`config.mk`:
```
export PLATFORM = sky130hd
export DESIGN_NAME = load_align_unit
export DESIGN_NICKNAME = d
export VERILOG_FILES = /design/src/rtl/lau_pkg.sv /design/src/rtl/lau_extend.sv /design/src/rtl/load_align_unit.sv
export SDC_FILE = /design/constraint.sdc
export NUM_CORES = 1
export LEC_CHECK = 0
export CAP_MARGIN = 40
export CORE_ASPECT_RATIO = 2
export CORE_MARGIN = 2
export CORE_UTILIZATION = 55
export CTS_CLUSTER_SIZE = 28
export DETAILED_ROUTE_END_ITERATION = 8
export PLACE_DENSITY = 0.85
export SYNTH_ARGS = -nofsm -noshare
export SYNTH_HDL_FRONTEND = slang
export SYNTH_SLANG_ARGS = --single-unit
```
`constraint.sdc`:
```
create_clock -name I_LAU_clk -period 4 [get_ports I_LAU_clk]
set_input_delay 0.4 -clock I_LAU_clk [delete_from_list [all_inputs] [get_ports I_LAU_clk]]
set_output_delay 0.4 -clock I_LAU_clk [all_outputs]
set_load 0.05 [all_outputs]
```
`src/rtl/lau_pkg.sv`:
```
// rtl/lau_pkg.sv - shared size encodings and size-to-bytes helper for the load align unit
package lau_pkg;

  typedef enum logic [1:0] {
    SZ_BYTE  = 2'b00,
    SZ_HALF  = 2'b01,
    SZ_WORD  = 2'b10,
    SZ_DWORD = 2'b11
  } size_e;

  function automatic logic [3:0] size_bytes(input size_e sz);
    return 4'd1 << sz;
  endfunction

endpackage

```
`src/rtl/lau_extend.sv`:
```
// rtl/lau_extend.sv - truncates a right-aligned value to the access size and sign/zero extends it
module lau_extend
  import lau_pkg::*;
#(
  parameter int DATA_W = 32
) (
  input  logic [DATA_W-1:0] data_i,
  input  size_e             size_i,
  input  logic              sign_i,
  output logic [DATA_W-1:0] result_o
);

  localparam int NB = DATA_W / 8;

  logic [3:0] nbytes;
  logic       fill;

  // Full-width sizes keep every byte, so the fill value never reaches the result.
  always_comb begin
    nbytes   = size_bytes(size_i);
    fill     = 1'b0;
    result_o = '0;
    for (int i = 0; i < NB; i++) begin
      if (4'(i) == nbytes - 4'd1) begin
        fill = sign_i & data_i[8*i+7];
      end
    end
    for (int i = 0; i < NB; i++) begin
      result_o[8*i +: 8] = (4'(i) < nbytes) ? data_i[8*i +: 8] : {8{fill}};
    end
  end

endmodule

```
`src/rtl/load_align_unit.sv`:
```
// rtl/load_align_unit.sv - two-stage load data aligner; LOAD_ALIGN_MISALIGN_TRAP_EN adds misalign flag and counter
module load_align_unit
  import lau_pkg::*;
#(
  parameter int  DATA_W = 32,
  parameter int  CNT_W  = 16,
  localparam int NB     = DATA_W / 8,
  localparam int OFF_W  = $clog2(NB)
) (
  input  logic              I_LAU_clk,
  input  logic              I_LAU_reset_n,
  input  logic              I_LAU_valid,
  output logic              O_LAU_ready,
  input  logic [DATA_W-1:0] I_LAU_data,
  input  logic [OFF_W-1:0]  I_LAU_offset,
  input  logic [1:0]        I_LAU_size,
  input  logic              I_LAU_sign,
  input  logic              I_LAU_flush,
  output logic              O_LAU_valid,
  input  logic              I_LAU_ready,
  output logic [DATA_W-1:0] O_LAU_result
`ifdef LOAD_ALIGN_MISALIGN_TRAP_EN
  ,
  output logic              O_LAU_misalign,
  output logic [CNT_W-1:0]  O_LAU_err_count
`endif
);

  if ((DATA_W != 32 && DATA_W != 64) || CNT_W < 1) begin : g_param_check
    $error("load_align_unit: unsupported DATA_W or CNT_W");
  end

  logic              s1_valid_q, s1_valid_d;
  logic [DATA_W-1:0] s1_data_q, s1_data_d;
  size_e             s1_size_q, s1_size_d;
  logic              s1_sign_q, s1_sign_d;
  logic              s2_valid_q, s2_valid_d;
  logic [DATA_W-1:0] s2_result_q, s2_result_d;

  size_e             size_eff;
  logic [DATA_W-1:0] shifted;
  logic [DATA_W-1:0] ext_result;
  logic              xfer;
  logic              s1_adv;
  logic              accept;

  // A dword request on a 32-bit datapath degrades to a word access.
  always_comb begin
    size_eff = size_e'(I_LAU_size);
    if (NB == 4 && size_eff == SZ_DWORD) begin
      size_eff = SZ_WORD;
    end
  end

  assign shifted     = I_LAU_data >> {I_LAU_offset, 3'b000};
  assign xfer        = s2_valid_q & I_LAU_ready;
  assign s1_adv      = ~s2_valid_q | xfer;
  assign O_LAU_ready = ~I_LAU_flush & (~s1_valid_q | s1_adv);
  assign accept      = I_LAU_valid & O_LAU_ready;

  lau_extend #(
    .DATA_W (DATA_W)
  ) u_extend (
    .data_i   (s1_data_q),
    .size_i   (s1_size_q),
    .sign_i   (s1_sign_q),
    .result_o (ext_result)
  );

  always_comb begin
    s1_valid_d  = s1_valid_q;
    s1_data_d   = s1_data_q;
    s1_size_d   = s1_size_q;
    s1_sign_d   = s1_sign_q;
    s2_valid_d  = s2_valid_q;
    s2_result_d = s2_result_q;
    if (I_LAU_flush) begin
      s1_valid_d = 1'b0;
      s2_valid_d = 1'b0;
    end else begin
      if (s1_adv) begin
        s2_valid_d = s1_valid_q;
        if (s1_valid_q) begin
          s2_result_d = ext_result;
        end
      end
      if (accept) begin
        s1_valid_d = 1'b1;
        s1_data_d  = shifted;
        s1_size_d  = size_eff;
        s1_sign_d  = I_LAU_sign;
      end else if (s1_adv) begin
        s1_valid_d = 1'b0;
      end
    end
  end

  always_ff @(posedge I_LAU_clk or negedge I_LAU_reset_n) begin
    if (!I_LAU_reset_n) begin
      s1_valid_q  <= 1'b0;
      s1_data_q   <= '0;
      s1_size_q   <= SZ_BYTE;
      s1_sign_q   <= 1'b0;
      s2_valid_q  <= 1'b0;
      s2_result_q <= '0;
    end else begin
      s1_valid_q  <= s1_valid_d;
      s1_data_q   <= s1_data_d;
      s1_size_q   <= s1_size_d;
      s1_sign_q   <= s1_sign_d;
      s2_valid_q  <= s2_valid_d;
      s2_result_q <= s2_result_d;
    end
  end

  assign O_LAU_valid  = s2_valid_q;
  assign O_LAU_result = s2_result_q;

`ifdef LOAD_ALIGN_MISALIGN_TRAP_EN
  logic [3:0]       acc_bytes;
  logic             acc_mis;
  logic             s1_mis_q, s1_mis_d;
  logic             s2_mis_q, s2_mis_d;
  logic [CNT_W-1:0] cnt_q, cnt_d;

  always_comb begin
    acc_bytes = size_bytes(size_eff);
    acc_mis   = (NB == 4 && I_LAU_size == SZ_DWORD)
              || ((4'(I_LAU_offset) & (acc_bytes - 4'd1)) != 4'd0)
              || ((4'(I_LAU_offset) + acc_bytes) > 4'(NB));
  end

  // The flag travels with its entry; the counter saturates rather than wrapping.
  always_comb begin
    s1_mis_d = s1_mis_q;
    s2_mis_d = s2_mis_q;
    cnt_d    = cnt_q;
    if (!I_LAU_flush) begin
      if (s1_adv && s1_valid_q) begin
        s2_mis_d = s1_mis_q;
      end
      if (accept) begin
        s1_mis_d = acc_mis;
      end
    end
    if (xfer && s2_mis_q && !(&cnt_q)) begin
      cnt_d = cnt_q + 1'b1;
    end
  end

  always_ff @(posedge I_LAU_clk or negedge I_LAU_reset_n) begin
    if (!I_LAU_reset_n) begin
      s1_mis_q <= 1'b0;
      s2_mis_q <= 1'b0;
      cnt_q    <= '0;
    end else begin
      s1_mis_q <= s1_mis_d;
      s2_mis_q <= s2_mis_d;
      cnt_q    <= cnt_d;
    end
  end

  assign O_LAU_misalign  = s2_valid_q & s2_mis_q;
  assign O_LAU_err_count = cnt_q;
`endif

endmodule
```
==> impl_metrics.yaml, run 1 <==
status:
  status: "finished clean"
drt:
  vias_per_cell: 5.35
  first_iter_violations: 63
  ant_nets: 0
  via_count: 2404
  drc: 0
  wl_per_cell_um: 17.0
  wirelength_um: 7610
  drtPass1Iterations: 4
worst_setup_path:
  r2r_start: "s1_size_q[1]"
  reg2reg_depth: 3
  startpoint_type: "input pin"
  crit_type: "input pin to primary output"
  cp_slowest_stage_delay_ns: 0.82
  crit_family: "buffers and inverters"
  critPathMostFrequentCell: "clkdlybuf4s50_1"
  crit_slowest_cell: "clkdlybuf4s50_1"
  timing.critical_path.arrival_ns: 1.97
  cp_cell_sequence: "clkdlybuf4s50_1 -> nor2b_4 -> a21oi_1 -> clkdlybuf4s50_1"
  cp-end-kind: "primary output"
  crit_fanout: 3
  startpoint: "I_LAU_ready"
  required_ns: 3.60
  reg2reg_to: "O_LAU_result[17]"
  path_buf_inv: 2
  rrSetupSlack_ns: 2.15
floorplan:
  die_w_um: 60.8
  num_rows: 41
  start_util_pct: 56.6
  coreArea_um2: 6260
  die_area_um2: 7140
  io_pins: 76
  die_h_um: 118
synth:
  yosys_warnings: 0
  postSynthAreaPerCell_um2: 12.5
  yosysTopAreaCell: "dfrtp_1"
  ys_top_cells_by_area: "dfrtp_1, mux2i_1, mux2_4"
  syn_area_um2: 3540
  synth_cells: 284
  syn_nets: 326
  ys_types: 25
  synth_top_area_share_pct: 48.7
  ys_seq_area_share_pct: 48.7
  synth_seq_cells: 69
clocking:
  postCtsSetupBuffers: 0
  clkLatencyLatePin_ns: 0.33
  h-tree-depth: 3
  cts_root_buf: "clkbuf_16"
  clkTransAtPathRegs_ns: 0.05
  numClockSinks: 69
  cts_tree: "yes"
  clk_path_buf_depth: 2
  cts_made_buffers: 9
timing:
  fin_crit_ns: 2.37
  setup_tns_ns: 0
  skew_ns: 0.00561
  fin_crit_sh_pct: 59.2
  slew_headroom_pct: 58.6
  setup_slack_ns: 1.63
  rsz0062_at_grt: "no"
  clock.fmax_ghz: 0.422
  drv_slew: 0
  final-hold-violation-count: 0
  tightest_slew_ns: 0.619
  finalSetupViolations: 0
pwr:
  power_mw: 2.79
  p_leak_nw: 2.14
  vdd_drop_max_v: 0.000345
  p_per_area_nw_per_um2: 603
layout:
  antenna_cells: 0
  design_area_um2: 4630
  drive_gt1_share_pct: 21.5
  fin_nets: 400
  syn_to_final_growth_pct: 30.5
run:
  cap_viol_max_count: 0
global_routing:
  grt_pass1_wl_um: 12700
  antenna_found_initial: 0
  grt_usage_pct: 24.3
  grt_pass1_vias: 2569
  grt_max_degree: 36
  grt_overflow: 0
placed_design:
  placed_area_um2: 4290
  dp_hpwl_um: 5600
  io_buffer_count: 75
  gp_congestion: 0.840
  dp_slack_ns: 1.61
min_path:
  holdCritPathClass: "input pin to async pin"
layout by cell type, fill, tap and decap left out, drive strengths merged:
cell,Yosys,layout
nor4bb,1,1
mux2,51,51
dfrtp,69,69
o2bb2ai,8,8
nor3b,1,1
nand3b,2,2
nor2b,3,3
a21oi,10,10
nand2b,1,1
inv,17,17
nand2,24,24
bufinv,0,2
o21ai,16,16
or2,1,1
nor2,11,11
clkdlybuf4s50,0,74
clkinv,0,2
mux2i,49,49
dlygate4sd3,0,1
buf,15,8
clkbuf,5,12
kinds of logic after synthesis:
family | synth area share [%]
AO/OA/AOI/OAI | 5.65
buffers and inverters | 6.88
flip-flops | 48.7
multiplexers | 32.7
AND/OR/NAND/NOR | 6.04
layer usage:
| metal | GRT usage [%] | wire length, um | vias up |
|---|---|---|---|
| li1 | - | - | 1133 |
| met1 | 28.7 | 2970 | 1185 |
| met2 | 39.9 | 4170 | 67 |
| met3 | 5.82 | 250 | 19 |
| met4 | 11.1 | 227 | 0 |
| met5 | 0 | 0 | - |
worst register-to-register path, delay by kind of cell (launching register included):
| kind | cells | cell delay (ns) |
|---|---|---|
| AND/OR/NAND/NOR | 1 | 0.49 |
| AO/OA/AOI/OAI | 1 | 0.22 |
| flip-flops | 1 | 0.72 |
| multiplexers | 1 | 0.30 |
report_power, final:
group          leakage [nW]  internal (mW)  switching [mW]
sequential            0.874          0.856          0.0969
clock                 0.163          0.577           0.285
combinational          1.11          0.394           0.580
total                  2.14           1.83           0.962
layout make-up:
cell class                      instances  area [um2]
Clock buffer                           12         256
Clock inverter                          4        70.1
Fill cell                             444        1630
Inverter                               17        63.8
Multi-Input combinational cell        178        1570
Sequential cell                        69        1730
Tap cell                               86         108
Timing Repair Buffer                   83         828
state kept, by name, indices dropped and copies added (netlist names):
| name | flops |
|---|---|
| O_LAU_valid | 1 |
| s1_size_q | 2 |
| O_LAU_result | 32 |
| s1_data_q | 32 |
| s1_valid_q | 1 |
| s1_sign_q | 1 |
repair_timing:
item	4_1_cts	5_1_grt
resized for setup	0	0
hold buffers	1	0
endpoints found under the hold margin	6	0
cell usage after synthesis, drive strengths merged:
cell      n
nand3b    2
clkbuf    5
nor4bb    1
or2       1
o2bb2ai   8
inv      17
nor2b     3
nand2b    1
a21oi    10
o21ai    16
dfrtp    69
nor3b     1
mux2i    49
mux2     51
buf      15
nor2     11
nand2    24
through the flow:
stage,hold slack [ns],instances,utilization [%]
after detailed placement,0.258,432,68.6
after global routing,0.472,449,73.9
after floorplan,0.104,284,-
final,0.448,449,73.9
after global placement,0.489,430,68.0
after CTS,0.438,449,73.9
worst max path at each step:
stage,endpoint,slack (ns),cells past startpoint
after CTS,O_LAU_ready,1.63,4
after global placement,s1_data_q[15],1.34,4
after detailed placement,s1_data_q[2],1.61,5
final,O_LAU_ready,1.63,4
after global routing,O_LAU_ready,1.56,4
after floorplan,O_LAU_ready,2.04,2
Power figures use the tool's default switching activity.
==> inputs of run 2 (changes only) <==
Settings changed: CORE_UTILIZATION 55 to 46, PLACE_DENSITY 0.85 to 0.76.
Clock period 4 ns to 1.9 ns, I/O delays scaled along.
==> run 2 against run 1 <==
  * First-iteration DRC count is 9.5% lower
  * Hold slack worse by 0.042 ns
  * Utilization is 12 points lower
  * Power is 100% higher
  * Global-route usage is 4.4 points lower
  * Setup slack worse by 1.4 ns
  * Register-to-register slack worse by 1.7 ns
  * Via count is 1.9% lower
  * Routed wire length is 1.3% lower
  * Critical path type is now flop to primary output
==> impl_metrics.yaml, run 2 (synthesis gave the netlist of run 1 again) <==
timing:
  skew_ns: 0.00434
  tightest_slew_ns: 0.575
  finalSetupViolations: 0
  final-hold-violation-count: 0
  setup_tns_ns: 0
  fin_crit_sh_pct: 89.2
  fin_crit_ns: 1.69
  clock.fmax_ghz: 0.590
  slew_headroom_pct: 61.6
  rsz0062_at_grt: "no"
  drv_slew: 0
drt:
  drc: 0
  vias_per_cell: 5.14
  via_count: 2358
  first_iter_violations: 57
  wirelength_um: 7510
  ant_nets: 0
  wl_per_cell_um: 16.4
  drtPass1Iterations: 5
worst_setup_path:
  required_ns: 1.71
  cp-end-kind: "primary output"
  reg2reg_depth: 4
  crit_type: "flop to primary output"
  cp_slowest_stage_delay_ns: 0.81
  rrSetupSlack_ns: 0.41
  startpoint: "O_LAU_valid"
  timing.critical_path.arrival_ns: 1.50
  r2r_start: "O_LAU_valid"
  cp_cell_sequence: "clkdlybuf4s50_1"
  crit_family: "buffers and inverters"
  reg2reg_to: "O_LAU_result[16]"
  startpoint_type: "flop"
  crit_fanout: 3
  path_buf_inv: 1
  crit_slowest_cell: "clkdlybuf4s50_1"
placed_design:
  placed_area_um2: 4380
  io_buffer_count: 75
  gp_congestion: 0.832
  dp_hpwl_um: 5670
  dp.cells: 442
global_routing:
  grt_usage_pct: 19.9
  grt_pass1_wl_um: 12500
  grt_use_met3_pct: 4.13
  grt_use_met2_pct: 36.3
  antenna_found_initial: 0
  grt_overflow: 0
  busiest_layer: "met2"
  met1_usage_pct: 21.9
  grt_max_degree: 70
  grt_pass1_vias: 2487
floorplan:
  die_w_um: 66.1
  io_pins: 76
  coreArea_um2: 7540
  start_util_pct: 47.0
  num_rows: 45
  die_area_um2: 8470
  die_h_um: 128
pwr:
  p_per_area_nw_per_um2: 1200
  p_leak_nw: 2.15
  vdd_drop_max_v: 0.000620
layout:
  fin_nets: 402
  final_cell_mix: "clkdlybuf4s50_1, dfrtp_1, mux2i_1"
  final_cells: 459
  nFillCells: 619
  antenna_cells: 0
  layout_commonest_cell: "clkdlybuf4s50_1"
  design_area_um2: 4670
  syn_to_final_growth_pct: 31.7
  drive_gt1_share_pct: 22.2
status:
  status: "finished clean"
clocking:
  numClockSinks: 69
  cts_root_buf: "clkbuf_16"
  cts_hold_buf: 1
  cts_resized: 0
  cts_made_buffers: 9
  h-tree-depth: 3
  clkTransAtPathRegs_ns: 0.05
  cts_tree: "yes"
  clkLatencyLatePin_ns: 0.32
  postCtsSetupBuffers: 0
  clk_path_buf_depth: 2
min_path:
  holdCritPathClass: "input pin to async pin"
run:
  cap_viol_max_count: 0
## run 2: report_power, final
group          switching [mW]  total [mW]  internal, mW
Combinational            1.23        2.08         0.848
Sequential              0.197        2.00          1.80
Clock                   0.588        1.54         0.947
Total                    2.02        5.61          3.60
## run 2: layer usage
layer | share of wire [%] | wire length (um)
met5 | 0 | 0
met4 | 1.6 | 120
met3 | 4.0 | 298
met2 | 57 | 4280
met1 | 37 | 2810
## run 2: worst max path at each step
stage	end	slack, ns	depth (start not counted)
floorplan	O_LAU_ready	0.15	2
global placement	s1_data_q[22]	0.18	5
detailed placement	s1_size_q[1]	0.12	5
CTS	O_LAU_valid	0.18	1
global route	O_LAU_valid	0.16	1
finish	O_LAU_valid	0.21	1
## run 2: per-stage QoR
step                worst slack (ns)  util [%]  total power, mW  hold slack (ns)
floorplan                      0.145         -             3.38           -0.106
global placement               0.175      58.1             4.09            0.234
detailed placement             0.124      58.1             4.12            0.239
CTS                            0.179      61.9             5.68            0.420
global route                   0.160      61.9             5.88            0.438
finish                         0.205      61.9             5.61            0.406
## run 2: layout make-up
type / instances / area [um2] / area share, %
timing repair buffer: 85 / 908 / 19.5
clock inverter: 4 / 22.5 / 0.482
tap: 94 / 118 / 2.52
sequential: 69 / 1730 / 37.0
inverter: 17 / 63.8 / 1.37
clock buffer: 12 / 256 / 5.49
multi-input combinational: 178 / 1570 / 33.7
==> inputs of run 3 (changes only) <==
Settings changed: CORE_MARGIN 2 to default.
==> run 3 against run 2 <==
  * Clock power is 18% higher
  * Fmax fell by 1.2%
  * Non-clock buffer count decreased by 2
  * Die area decreased by 4.5%
  * Global-route usage grew 1.9 points
  * Largest power group unchanged
  * Sequential share of layout area shrank 0.15 points
  * Highest routed layer unchanged
  * Sequential power about the same
  * Routed wire length up 2.2%
  * Critical endpoint is now O_LAU_result[31]
==> impl_metrics.yaml, run 3 (synthesis gave the netlist of run 1 again) <==
pwr:
  vdd_drop_max_v: 0.000746
  p_seq_share_pct: 33.9
  p_leak_nw: 2.16
  switchingPower_mw: 2.06
  p_per_area_nw_per_um2: 1260
  p_sw_share_pct: 35.0
  internal-power_mw: 3.82
  pwr-share-comb_pct: 35.3
  clkPwrFrac_pct: 30.7
timing:
  final-hold-violation-count: 0
  finalSetupViolations: 0
  slew_headroom_pct: 61.7
  clock.fmax_ghz: 0.583
  tightest_slew_ns: 0.572
  whs_ns: 0.342
  drv_slew: 0
  rsz0062_at_grt: "no"
  setup_tns_ns: 0
  skew_ns: 0.00763
  fin_crit_ns: 1.72
  fin_crit_sh_pct: 90.3
drt:
  first_iter_violations: 35
  ant_nets: 0
  via_count: 2406
  drtPass1Iterations: 4
  wirelength_um: 7680
  drc: 0
  vias_per_cell: 5.26
  wl_per_cell_um: 16.8
clocking:
  clk_path_buf_depth: 2
  numClockSinks: 69
  clkLatencyLatePin_ns: 0.34
  h-tree-depth: 3
  clkTransAtPathRegs_ns: 0.06
  cts_root_buf: "clkbuf_16"
  cts_tree: "yes"
  cts_made_buffers: 9
layout:
  nFillCells: 605
  syn_to_final_growth_pct: 32.3
  fin_nets: 400
  antenna_cells: 0
  final_cell_mix: "clkdlybuf4s50_1, dfrtp_1, mux2i_1"
  drive_gt1_share_pct: 22.0
  layout_commonest_cell: "clkdlybuf4s50_1"
floorplan:
  die_w_um: 64.1
  io_pins: 76
  coreArea_um2: 7540
  num_rows: 45
  die_h_um: 126
  start_util_pct: 47.0
  die_area_um2: 8080
worst_setup_path:
  crit_slowest_cell: "clkdlybuf4s50_1"
  timing.critical_path.arrival_ns: 1.53
  crit_family: "buffers and inverters"
  cp_cell_sequence: "clkdlybuf4s50_1"
  path_depth: 1
  required_ns: 1.71
  crit_type: "flop to primary output"
  cp_slowest_stage_delay_ns: 0.83
  r2r_start: "s1_size_q[0]"
  startpoint_type: "flop"
  startpoint: "O_LAU_result[31]"
  cp-end-kind: "primary output"
  reg2reg_depth: 3
  crit_fanout: 2
  path_buf_inv: 1
status:
  status: "finished clean"
global_routing:
  grt_usage_pct: 21.7
  grt_overflow: 0
  grt_max_degree: 50
  antenna_found_initial: 0
  grt_pass1_wl_um: 13000
  grt_pass1_vias: 2601
placed_design:
  dp_hpwl_um: 5550
  io_buffer_count: 75
  gp_congestion: 0.853
min_path:
  holdCritPathClass: "input pin to async pin"
run:
  cap_viol_max_count: 0
-- run 3: cell count changes in the layout (fill, tap and decap cells not counted), sizes merged --
cell	change
bufinv	+2
buf	-2
clkbuf	-2
-- run 3: per-stage QoR --
stage          power [mW]  instances  cell area (um2)  utilization [%]  setup WS [ns]
2_1_floorplan        3.38        284             3540                -          0.145
3_3_place_gp         4.08        440             4350             57.7          0.160
3_5_place_dp         4.11        440             4350             57.7          0.111
4_1_cts              5.95        457             4690             62.1          0.164
5_1_grt              6.14        457             4690             62.1          0.153
6_report             5.89        457             4690             62.1          0.184
-- run 3: area by class of cell --
cell class | instances | area (um2) | area share (%)
Tap cell | 94 | 118 | 2.51
Inverter | 17 | 63.8 | 1.36
Sequential cell | 69 | 1730 | 36.8
Multi-Input combinational cell | 178 | 1570 | 33.6
Clock inverter | 6 | 86.3 | 1.84
Timing Repair Buffer | 83 | 881 | 18.8
Clock buffer | 10 | 239 | 5.10
-- run 3: power groups by stage --
stage | clock (mW) | combinational, mW | sequential (mW)
finish | 1.81 | 2.08 | 2.00
global route | 1.91 | 2.19 | 2.04
CTS | 1.84 | 2.10 | 2.00
detailed placement | 0 | 2.09 | 2.02
global placement | 0 | 2.06 | 2.02
floorplan | 0 | 0.624 | 2.75
-- run 3: repair_timing --
action                                  4_1_cts  5_1_grt
setup buffers                                 0        0
gates resized for setup                       0        0
hold buffers                                  1        0
endpoints found under the hold margin        20        0
endpoints found under the setup margin        0        0
-- run 3: final timing paths --
kind | end | slack [ns]
worst min-delay path | O_LAU_result[0] | 0.34
max in group asynchronous | O_LAU_result[20] | 0.93
worst min register to register | O_LAU_result[29] | 0.50
min in group I_LAU_clk | s1_valid_q | 0.44
worst max-delay path | O_LAU_result[31] | 0.18
worst max register to register | O_LAU_result[18] | 0.40
-- run 3: routing by layer --
layer,vias to the layer above,wire (um),share of wire (%),track usage (%)
li1,1131,-,-,-
met3,16,345,4.5,5.89
met5,-,0,0,0
met1,1181,2830,37,23.3
met4,0,232,3.0,11.2
met2,78,4270,56,37.9
